--- config.mk ---
export PLATFORM = sky130hd
export DESIGN_NAME = mux16_rr_arbiter
export DESIGN_NICKNAME = d
export VERILOG_FILES = /design/src/rtl/mux16_pkg.sv /design/src/rtl/mux16_out_slice.sv /design/src/rtl/mux16_rr_arbiter.sv
export SDC_FILE = /design/constraint.sdc
export NUM_CORES = 1
export LEC_CHECK = 0
export BUFFER_PORTS_ARGS = -buffer_cell sky130_fd_sc_hd__buf_2
export CORE_MARGIN = 1.5
export CORE_UTILIZATION = 48
export CTS_CLUSTER_DIAMETER = 200
export CTS_CLUSTER_SIZE = 30
export DETAILED_ROUTE_END_ITERATION = 10
export PLACE_DENSITY = 0.79
export REMOVE_ABC_BUFFERS = 1
export SLEW_MARGIN = 20
export SYNTH_ARGS = -nofsm -noshare
export SYNTH_HDL_FRONTEND = slang
export SYNTH_SLANG_ARGS = --single-unit
--- constraint.sdc ---
create_clock -name clk -period 3.21 [get_ports clk]
set_clock_uncertainty 0.2 [all_clocks]
set_input_delay 0.321 -clock clk [delete_from_list [all_inputs] [get_ports clk]]
set_output_delay 0.321 -clock clk [all_outputs]
set_load 0.05 [all_outputs]
--- src/rtl/mux16_pkg.sv ---
// Shared types and constants for the two-requester round-robin mux arbiter.
package mux16_pkg;

  localparam int unsigned DEF_WIDTH     = 16;
  localparam int unsigned DEF_MAX_BURST = 4;

  // Arbitration states; sel is derived directly from GRANT1.
  typedef enum logic [1:0] {
    IDLE   = 2'd0,
    GRANT0 = 2'd1,
    GRANT1 = 2'd2
  } state_e;

  // Owner encodings, matching the mux select value.
  localparam logic OWN0 = 1'b0;
  localparam logic OWN1 = 1'b1;

endpackage

--- src/rtl/mux16_out_slice.sv ---
// One-entry valid/ready output register: loads on a beat, drains on out_ready,
// and supports drain+load in the same cycle for one word per cycle.
module mux16_out_slice
  import mux16_pkg::*;
#(
  parameter int unsigned WIDTH = DEF_WIDTH
) (
  input  logic             clk,
  input  logic             rst_n,
  input  logic             load_i,
  input  logic [WIDTH-1:0] data_i,
  input  logic             out_ready_i,
  output logic             can_load_o,
  output logic             out_valid_o,
  output logic [WIDTH-1:0] out_data_o
);

  logic             valid_q, valid_d;
  logic [WIDTH-1:0] data_q, data_d;

  // A slot is free when empty or when the held word leaves this cycle.
  assign can_load_o  = !valid_q || out_ready_i;
  assign out_valid_o = valid_q;
  assign out_data_o  = data_q;

  // Next buffer contents: a load wins over a drain; data holds otherwise.
  always_comb begin
    valid_d = load_i || (valid_q && !out_ready_i);
    data_d  = load_i ? data_i : data_q;
  end

  // Buffer registers.
  // NOTE: sequential state uses non-blocking (<=) so every flop samples the
  // pre-edge values; blocking here would create order-dependent races.
  // NOTE: the data word is reset as well because out_data must read 0 after
  // reset; a plain datapath register would normally be left unreset.
  always_ff @(posedge clk or negedge rst_n) begin
    if (!rst_n) begin
      valid_q <= 1'b0;
      data_q  <= '0;
    end else begin
      valid_q <= valid_d;
      data_q  <= data_d;
    end
  end

endmodule

--- src/rtl/mux16_rr_arbiter.sv ---
// Round-robin arbiter with burst cap sharing a WIDTH-bit 2:1 mux between two
// streaming requesters; the selected word lands in a one-entry output buffer.
module mux16_rr_arbiter
  import mux16_pkg::*;
#(
  parameter int unsigned WIDTH     = DEF_WIDTH,
  parameter int unsigned MAX_BURST = DEF_MAX_BURST
) (
  input  logic             clk,
  input  logic             rst_n,
  input  logic             in0_valid,
  input  logic [WIDTH-1:0] in0_data,
  output logic             in0_ready,
  input  logic             in1_valid,
  input  logic [WIDTH-1:0] in1_data,
  output logic             in1_ready,
  output logic             out_valid,
  output logic [WIDTH-1:0] out_data,
  input  logic             out_ready,
  output logic             sel
);

  localparam int unsigned     CNT_W   = $clog2(MAX_BURST + 1);
  localparam logic [CNT_W-1:0] CNT_MAX = CNT_W'(MAX_BURST);

  state_e           state_q, state_d;
  logic             last_owner_q, last_owner_d;
  logic [CNT_W-1:0] burst_cnt_q, burst_cnt_d, cnt_after;
  logic             can_load, beat0, beat1, beat, cap_hit;
  logic [WIDTH-1:0] mux_data;

  // Select follows the registered state, so the grant is glitch-free.
  assign sel       = (state_q == GRANT1);
  assign mux_data  = sel ? in1_data : in0_data;
  assign in0_ready = (state_q == GRANT0) && can_load;
  assign in1_ready = (state_q == GRANT1) && can_load;
  assign beat0     = in0_valid && in0_ready;
  assign beat1     = in1_valid && in1_ready;
  assign beat      = beat0 || beat1;

  // Burst count including this cycle's beat, saturating at the cap.
  always_comb begin
    cnt_after = burst_cnt_q;
    if (beat && (burst_cnt_q != CNT_MAX)) begin
      cnt_after = burst_cnt_q + 1'b1;
    end
    cap_hit = (cnt_after == CNT_MAX);
  end

  // Next-state, burst counter and last-owner logic.
  // NOTE: every signal gets a default before the case so no path leaves it
  // unassigned, which would otherwise infer a latch.
  always_comb begin
    state_d      = state_q;
    burst_cnt_d  = burst_cnt_q;
    last_owner_d = last_owner_q;
    unique case (state_q)
      IDLE: begin
        if (in0_valid && in1_valid) begin
          state_d = (last_owner_q == OWN1) ? GRANT0 : GRANT1;
        end else if (in0_valid) begin
          state_d = GRANT0;
        end else if (in1_valid) begin
          state_d = GRANT1;
        end
      end
      GRANT0: begin
        if (beat0) last_owner_d = OWN0;
        if (in1_valid && (!in0_valid || cap_hit)) begin
          state_d     = GRANT1;
          burst_cnt_d = '0;
        end else if (!in0_valid && !in1_valid) begin
          state_d     = IDLE;
          burst_cnt_d = '0;
        end else begin
          burst_cnt_d = cnt_after;
        end
      end
      GRANT1: begin
        if (beat1) last_owner_d = OWN1;
        if (in0_valid && (!in1_valid || cap_hit)) begin
          state_d     = GRANT0;
          burst_cnt_d = '0;
        end else if (!in0_valid && !in1_valid) begin
          state_d     = IDLE;
          burst_cnt_d = '0;
        end else begin
          burst_cnt_d = cnt_after;
        end
      end
      default: begin
        state_d     = IDLE;
        burst_cnt_d = '0;
      end
    endcase
  end

  // Arbitration state registers.
  always_ff @(posedge clk or negedge rst_n) begin
    if (!rst_n) begin
      state_q      <= IDLE;
      last_owner_q <= OWN1;
      burst_cnt_q  <= '0;
    end else begin
      state_q      <= state_d;
      last_owner_q <= last_owner_d;
      burst_cnt_q  <= burst_cnt_d;
    end
  end

  mux16_out_slice #(
    .WIDTH(WIDTH)
  ) u_out_slice (
    .clk        (clk),
    .rst_n      (rst_n),
    .load_i     (beat),
    .data_i     (mux_data),
    .out_ready_i(out_ready),
    .can_load_o (can_load),
    .out_valid_o(out_valid),
    .out_data_o (out_data)
  );

endmodule

==> results of run 1 <==
## worst min-delay path by stage
| stage | to | slack (ps) | depth (start not counted) |
|---|---|---|---|
| after global placement | u_out_slice.out_data_o[10] | 120 | 1 |
| after CTS | u_out_slice.out_data_o[12] | 100 | 3 |
| after global routing | u_out_slice.out_data_o[15] | 110 | 3 |
| after floorplan | burst_cnt_q[0] | -170 | 0 |
| final | u_out_slice.out_data_o[12] | 90 | 3 |
| after detailed placement | u_out_slice.out_data_o[10] | 130 | 1 |
## power groups by stage
stage          Sequential [µW]  Combinational, µW  Clock, µW
6_report                   483               1030        136
5_1_grt                    503               1100        147
4_1_cts                    484               1030        138
3_5_place_dp               486               1030          0
3_3_place_gp               482               1010          0
2_1_floorplan              845                423          0
## flip-flops by register name (all words and copies together) (netlist names)
signal	flops
u_out_slice.out_valid_o	1
last_owner_q	1
u_out_slice.out_data_o	16
state_q	2
burst_cnt_q	3
## critical path, cell delays in order, from the launching register on
cell and delay, ps:
dfrtp_1 450, inv_1 100, ha_1 290, a22oi_1 210, o31a_1 330, a221oi_1 410
a211oi_1 100, a311oi_1 320
## timing repair
item	CTS	global route
setup endpoints to repair	0	0
hold endpoints to repair	22	0
hold buffers	1	0
resized for setup	0	0
## layout by cell type, fill, tap and decap left out, types with 3 or more instances in the layout
cell type  count
nand3_1        6
clkbuf_4       3
a21oi_1       19
mux2i_1       17
nor2_1        22
buf_4          3
inv_1          7
dfrtp_1       22
nand2_1        5
ha_1           6
nand2b_1       4
a211oi_1       4
buf_2         56
## per-stage QoR
stage	power [µW]	utilization [%]	cell area (µm²)	setup slack, ps	hold WS (ps)
after detailed placement	1517	62.04	1740	714.3	125.2
after floorplan	1268	-	1396	-1119	-174.6
after global placement	1489	62.04	1740	836.5	121.6
final	1646	63.34	1777	684.4	94.48
after global routing	1750	63.34	1777	393.2	106.6
after CTS	1653	63.34	1777	679.2	98.90
## layout make-up
class,instances,share of cell area [%]
clock buffer,4,1.479
multi-input combinational,115,44.79
sequential,23,32.46
timing repair buffer,60,17.61
tap,31,2.183
inverter,7,1.479
## layer usage
| metal | track usage, % | vias to the layer above | part of all wire [%] |
|---|---|---|---|
| li1 | - | 664 | - |
| met1 | 27.74 | 634 | 44 |
| met2 | 34.42 | 67 | 46 |
| met3 | 4.911 | 6 | 8.5 |
| met4 | 5.980 | 0 | 1.3 |
| met5 | 0 | - | 0 |
## cell families (layout without fill, tap and decap cells)
family | after synthesis | count (layout) | share of synthesized area (%)
and+or+nand+nor | 47 | 47 | 15.52
AOI/OAI and AO/OA | 45 | 45 | 22.67
DFF | 23 | 23 | 40.19
muxes | 17 | 17 | 11.86
buffers and inverters | 16 | 71 | 4.534
adders and majority gates | 6 | 6 | 5.231
==> key figures, run 1 <==
Worst setup path
  • Reg2reg end: burst_cnt_q[2]
  • Worst Path Max Fanout: 8
  • Reg2Reg Depth: 7
  • Crit end category: register
  • Critical path arrival: between 2000 and 3000 ps
  • Worst Setup SP: state_q[1]
  • CP startpoint kind: register
  • RR Startpoint: state_q[1]
  • Setup Crit Path Kind: register to register
  • Req. time, crit path: 3220 ps
  • Setup crit end: burst_cnt_q[2]
  • FF-to-FF setup slack: just under 700 ps

GRT
  • First-pass GRT wire length: 5506 µm
  • Largest net degree at the start of global routing: 25
  • GR Util All Layers: a little over a fifth
  • Remaining Overflow, GRT: 0
  • Initial antenna violation count: 0
  • Vias in the first global route: 1283

Timing
  • Slew @ Worst Pin: 513.8 ps
  • Max Clock Freq: between 300 and 400 MHz
  • Max-slew violations: 0
  • Period Utilization, post-route: 78.68%
  • Slew margin rel.: 65.75%
  • Final setup TNS: 0 ps
  • Hold Fails Final Rpt: 0
  • Period minus WS final: about 2500 ps
  • Endpoints failing setup: 0
  • RSZ-0062 raised after global routing: false

Die
  • Die footprint: 3327 µm²
  • I/O Pins: between 50 and 60
  • Initial Util: between 50% and 60%
  • Chip height: 57.68 µm
  • Row Count: 19
  • Core ar.: approximately 2800 µm²
  • Chip width: a little under 60 µm

Pwr
  • Clk pwr share: approximately 8.2%
  • Leakage: 0.0007876 µW
  • Max VDD drop: 0.0006075 V
  • Cell Pwr Density: 926.3 nW/µm²
  • Logic pwr share: 62.4%
  • Int Pwr: 752.1 µW
  • Switching power: 893.7 µW
  • Sequential power share: 29.3%
  • Sw Share: 54.30%

Logic synthesis
  • FFs w/ async S/R, synth: 100.0%
  • Cell accounting for the most synthesized area: dfrtp_1
  • Commonest register cell after synthesis: dfrtp_1
  • Top-count cell post-synth: nor2_1
  • Synth Area per Inst: 9.319 µm²
  • Number of distinct library cells after synthesis: 39
  • Post-synth top cells: nor2_1, dfrtp_1, a21oi_1, mux2i_1, inv_1
  • Top cell type's share of synthesized area: 38.36%
  • Post-synthesis cell count: 154
  • Seq/Total Area, Yosys: 40.19%
  • Most area-consuming cells after synthesis: dfrtp_1, mux2i_1, a21oi_1
  • Syn Std Cell Area: 1435 µm²
  • YS warnings: 0
  • Seq cells post-synth: 23
  • Number of synthesized flops with an enable pin: 0

Layout
  • Nets: 253
  • Final std cells w/o fill: 240
  • Sequential Area: 576.8 µm²
  • Antenna diodes: 0
  • # fillers: 237
  • Syn-to-layout area delta: 23.80%
  • Multi-input logic area: 795.8 µm²
  • Share of cells above drive strength 1: 33.97%

Clock tree
  • CTS tree: built
  • Clock Tree Root: clkbuf_4
  • Htree depth: 1
  • CTS buffer count: 3
  • Clock insertion delay at the later pin of the skew report: 310 ps
  • Number of post-CTS setup repair buffers: 0
  • CTS Sinks: 23
  • Max clock buf depth: 2
  • Clock transition at path regs: between 100 and 150 ps

Drt
  • # DRC: 6
  • Routed via count: 1371
  • WL per Instance: 13.69 µm
  • 1st-iter DRT viols: around 120
  • Total iterations of the first detailed-routing run: 7
  • Antenna-violating nets left: 0
  • Vias per cell: 5.713
  • Final WL: 3285 µm

Status
  • Failing checks: DRC
  • Status: finished, violations left

Placement
  • RD Place Congestion: 0.8355
  • DP HPWL: 2501 µm
  • Port Buffer Count: 56
  • Inst Count DP: 235

Job
  • Max-Cap Viols: 0

Min path
  • Hold Path Class: primary input to register
  • HP Start: in0_data[12]
Power figures use the tool's default switching activity.
==> run 2, diff against run 1 <==
ABC_AREA = 1   (was default)
CORE_UTILIZATION = 46   (was 48)
PLACE_DENSITY = 0.78   (was 0.79)
clock period = 2.57 ns   (was 3.21 ns; I/O delays follow)
==> run 2 against run 1 <==
The flow now finishes without violations; critical endpoint is now u_out_slice.out_data_o[9]; hold slack got worse by 90 ps; register-to-register slack got worse by 530 ps; sequential cell count did not move; highest routed layer unchanged; via count rose by 7.1%; maximum frequency rose by 4.7%; clock-buffer cell count fell by 1; first-iteration DRC count fell by 31%; synthesized cell count rose by 12%.
==> key figures, run 2 <==
Die
  • Row Count: 19
  • Die footprint: 3134 µm²
  • Core ar.: 2710 µm²
  • I/O Pins: 57
  • Initial Util: 47.65%
  • Chip width: 55.98 µm
  • Chip height: about 56 µm

Clock tree
  • Number of post-CTS setup repair buffers: 0
  • Clock Tree Root: clkbuf_4
  • Clock insertion delay at the later pin of the skew report: 320 ps
  • Clock transition at path regs: 140 ps
  • CTS buffer count: 3
  • Max clock buf depth: 2
  • Htree depth: 1
  • CTS Sinks: 23
  • CTS tree: built

GRT
  • Initial antenna violation count: 0
  • Largest net degree at the start of global routing: 24
  • Remaining Overflow, GRT: 0
  • GR Util All Layers: 23.77%
  • First-pass GRT wire length: 5996 µm
  • Vias in the first global route: 1408

Logic synthesis
  • Commonest register cell after synthesis: dfrtp_1
  • Top cell type's share of synthesized area: 42.64%
  • Synth Area per Inst: between 7 and 8 µm²
  • FFs w/ async S/R, synth: 100.0%
  • Most area-consuming cells after synthesis: dfrtp_1, nand2_1, a31oi_1
  • Number of distinct library cells after synthesis: 23
  • Post-synth top cells: nand2_1, dfrtp_1, nor2_1, a31oi_1
  • Post-synthesis cell count: 172
  • Seq cells post-synth: 23
  • Top-count cell post-synth: nand2_1
  • Number of synthesized flops with an enable pin: 0
  • Syn Std Cell Area: 1291 µm²
  • Cell accounting for the most synthesized area: dfrtp_1
  • YS warnings: 0
  • Seq/Total Area, Yosys: 44.67%

Timing
  • Final hold slack: 4.864 ps
  • Slew @ Worst Pin: 496.4 ps
  • Hold Fails Final Rpt: 0
  • Slew margin rel.: around 67%
  • Period Utilization, post-route: 93.87%
  • Max-slew violations: 0
  • Endpoints failing setup: 0
  • Period minus WS final: 2412 ps
  • Max Clock Freq: 414.5 MHz
  • RSZ-0062 raised after global routing: false

Worst setup path
  • Setup Crit Path Kind: register to register
  • Reg2Reg Depth: 8
  • Reg2reg end: u_out_slice.out_data_o[9]
  • RR Startpoint: state_q[0]
  • Setup crit end: u_out_slice.out_data_o[9]
  • Worst Setup SP: state_q[0]
  • Req. time, crit path: 2590 ps
  • Crit end category: register
  • Worst Path Max Fanout: 23
  • FF-to-FF setup slack: between 150 and 200 ps
  • Critical path arrival: 2430 ps
  • CP startpoint kind: register

Drt
  • WL per Instance: 12.94 µm
  • Vias per cell: 5.187
  • # DRC: 0
  • Total iterations of the first detailed-routing run: 4
  • 1st-iter DRT viols: between 80 and 90
  • Antenna-violating nets left: 0
  • Routed via count: approximately 1.5k
  • Final WL: 3662 µm

Layout
  • Syn-to-layout area delta: 45.45%
  • Sequential Area: a little under 600 µm²
  • Commonest non-fill, non-tap cells in the layout: nand2_1, buf_2, dlygate4sd3_1
  • Design Area, Final: 1878 µm²
  • Share of cells above drive strength 1: 28.17%
  • Commonest non-fill, non-tap cell in the layout: nand2_1
  • Largest register FFs: 16
  • Nets: 296
  • # fillers: 230
  • Fin util: 69.30%
  • Antenna diodes: 0
  • Multi-input logic area: 649.4 µm²

Pwr
  • Tot Pwr: about 2500 µW
  • Logic pwr share: between 60% and 70%
  • Switching power: 1350 µW
  • Leakage: 0.0009479 µW
  • Max VDD drop: between 0.001 and 0.0015 V
  • Int Pwr: 1141 µW
  • Cell Pwr Density: roughly 1300 nW/µm²
  • Sw Share: 54.19%
  • Clk pwr share: between 6 and 7%
  • Sequential power share: roughly 25%

Status
  • Status: finished clean

Placement
  • Placed instance area: 1610 µm²
  • RD Place Congestion: approximately 0.84
  • DP HPWL: 2177 µm
  • Port Buffer Count: 56

Job
  • Max-Cap Viols: 0

Min path
  • Hold Path Class: primary input to register
run 2: changes by cell type in the layout (fill, tap and decap cells not counted), moves of 3 or more:
cell | before | now
a211oi_1 | 4 | 0
a21oi_1 | 19 | 1
a31oi_1 | 2 | 16
dlygate4sd3_1 | 1 | 23
mux2i_1 | 17 | 0
nand2_1 | 5 | 65
nand2b_1 | 4 | 0
nand3_1 | 6 | 9
o21ai_1 | 0 | 3
run 2: metrics by stage:
step | setup TNS [ps] | worst slack, ps | std cells
2_1_floorplan | -2216 | -722.3 | 166
3_3_place_gp | 0 | 427.2 | 256
3_5_place_dp | 0 | 383.2 | 256
4_1_cts | 0 | 135.1 | 283
5_1_grt | 0 | 29.28 | 283
6_report | 0 | 157.6 | 283
run 2: kinds of logic (layout without fill, tap and decap cells):
family / count (synthesis) / in the layout / share of synthesized area [%]
AND/OR/NAND/NOR: 101 / 101 / 32.65
AO/OA/AOI/OAI: 23 / 23 / 10.95
flip-flops: 23 / 23 / 44.67
buffers and inverters: 18 / 98 / 5.232
adder cells (fa/ha/maj): 6 / 6 / 5.814
XOR/XNOR: 1 / 1 / 0.6784
run 2: repair_timing:
item / CTS / global route
endpoints found under the setup margin: 0 / 5
hold endpoints to repair: 33 / 0
hold buffers: 23 / 0
resized for setup: 0 / 3
run 2: power by group through the flow:
stage	Combinational, µW	Sequential [µW]	Clock, µW
after floorplan	637	1090	0
after global placement	1450	621	0
after detailed placement	1460	626	0
after CTS	1650	617	173
after global routing	1840	643	190
final	1700	624	168
run 2: layout make-up:
cell class / instances / area share (%)
tap: 31 / 2.065
timing repair buffer: 82 / 28.78
clock inverter: 1 / 0.2665
multi-input combinational: 131 / 34.58
clock buffer: 3 / 1.199
inverter: 12 / 2.398
sequential: 23 / 30.71
run 2: per-layer routing:
metal	part of all wire (%)	vias to the layer above	global-route usage, %	wire length (µm)
met1	40	655	30.26	1473
met5	0	-	0	0
li1	-	724	-	-
met4	4.2	0	10.54	153
met3	7.2	16	3.023	264
met2	48	73	40.34	1771
run 2: how the worst min path moves through the flow:
stage	start	endpoint	slack (ps)	cells after the start
floorplan	rst_n	burst_cnt_q[0]	-240	0
global placement	rst_n	u_out_slice.out_data_o[8]	50	1
detailed placement	rst_n	u_out_slice.out_data_o[8]	60	1
CTS	in0_data[8]	u_out_slice.out_data_o[8]	0.02	3
global route	in0_data[2]	u_out_slice.out_data_o[2]	10	3
finish	in0_data[8]	u_out_slice.out_data_o[8]	5	3
run 2: worst max-delay path, stage by stage, from the launching register on:
cell and delay [ps]:
dfrtp_1 450, inv_1 120, ha_1 230, buf_6 230, clkinv_1 110, buf_4 200
nand2_1 100, a31oi_1 110, dlygate4sd3_1 570
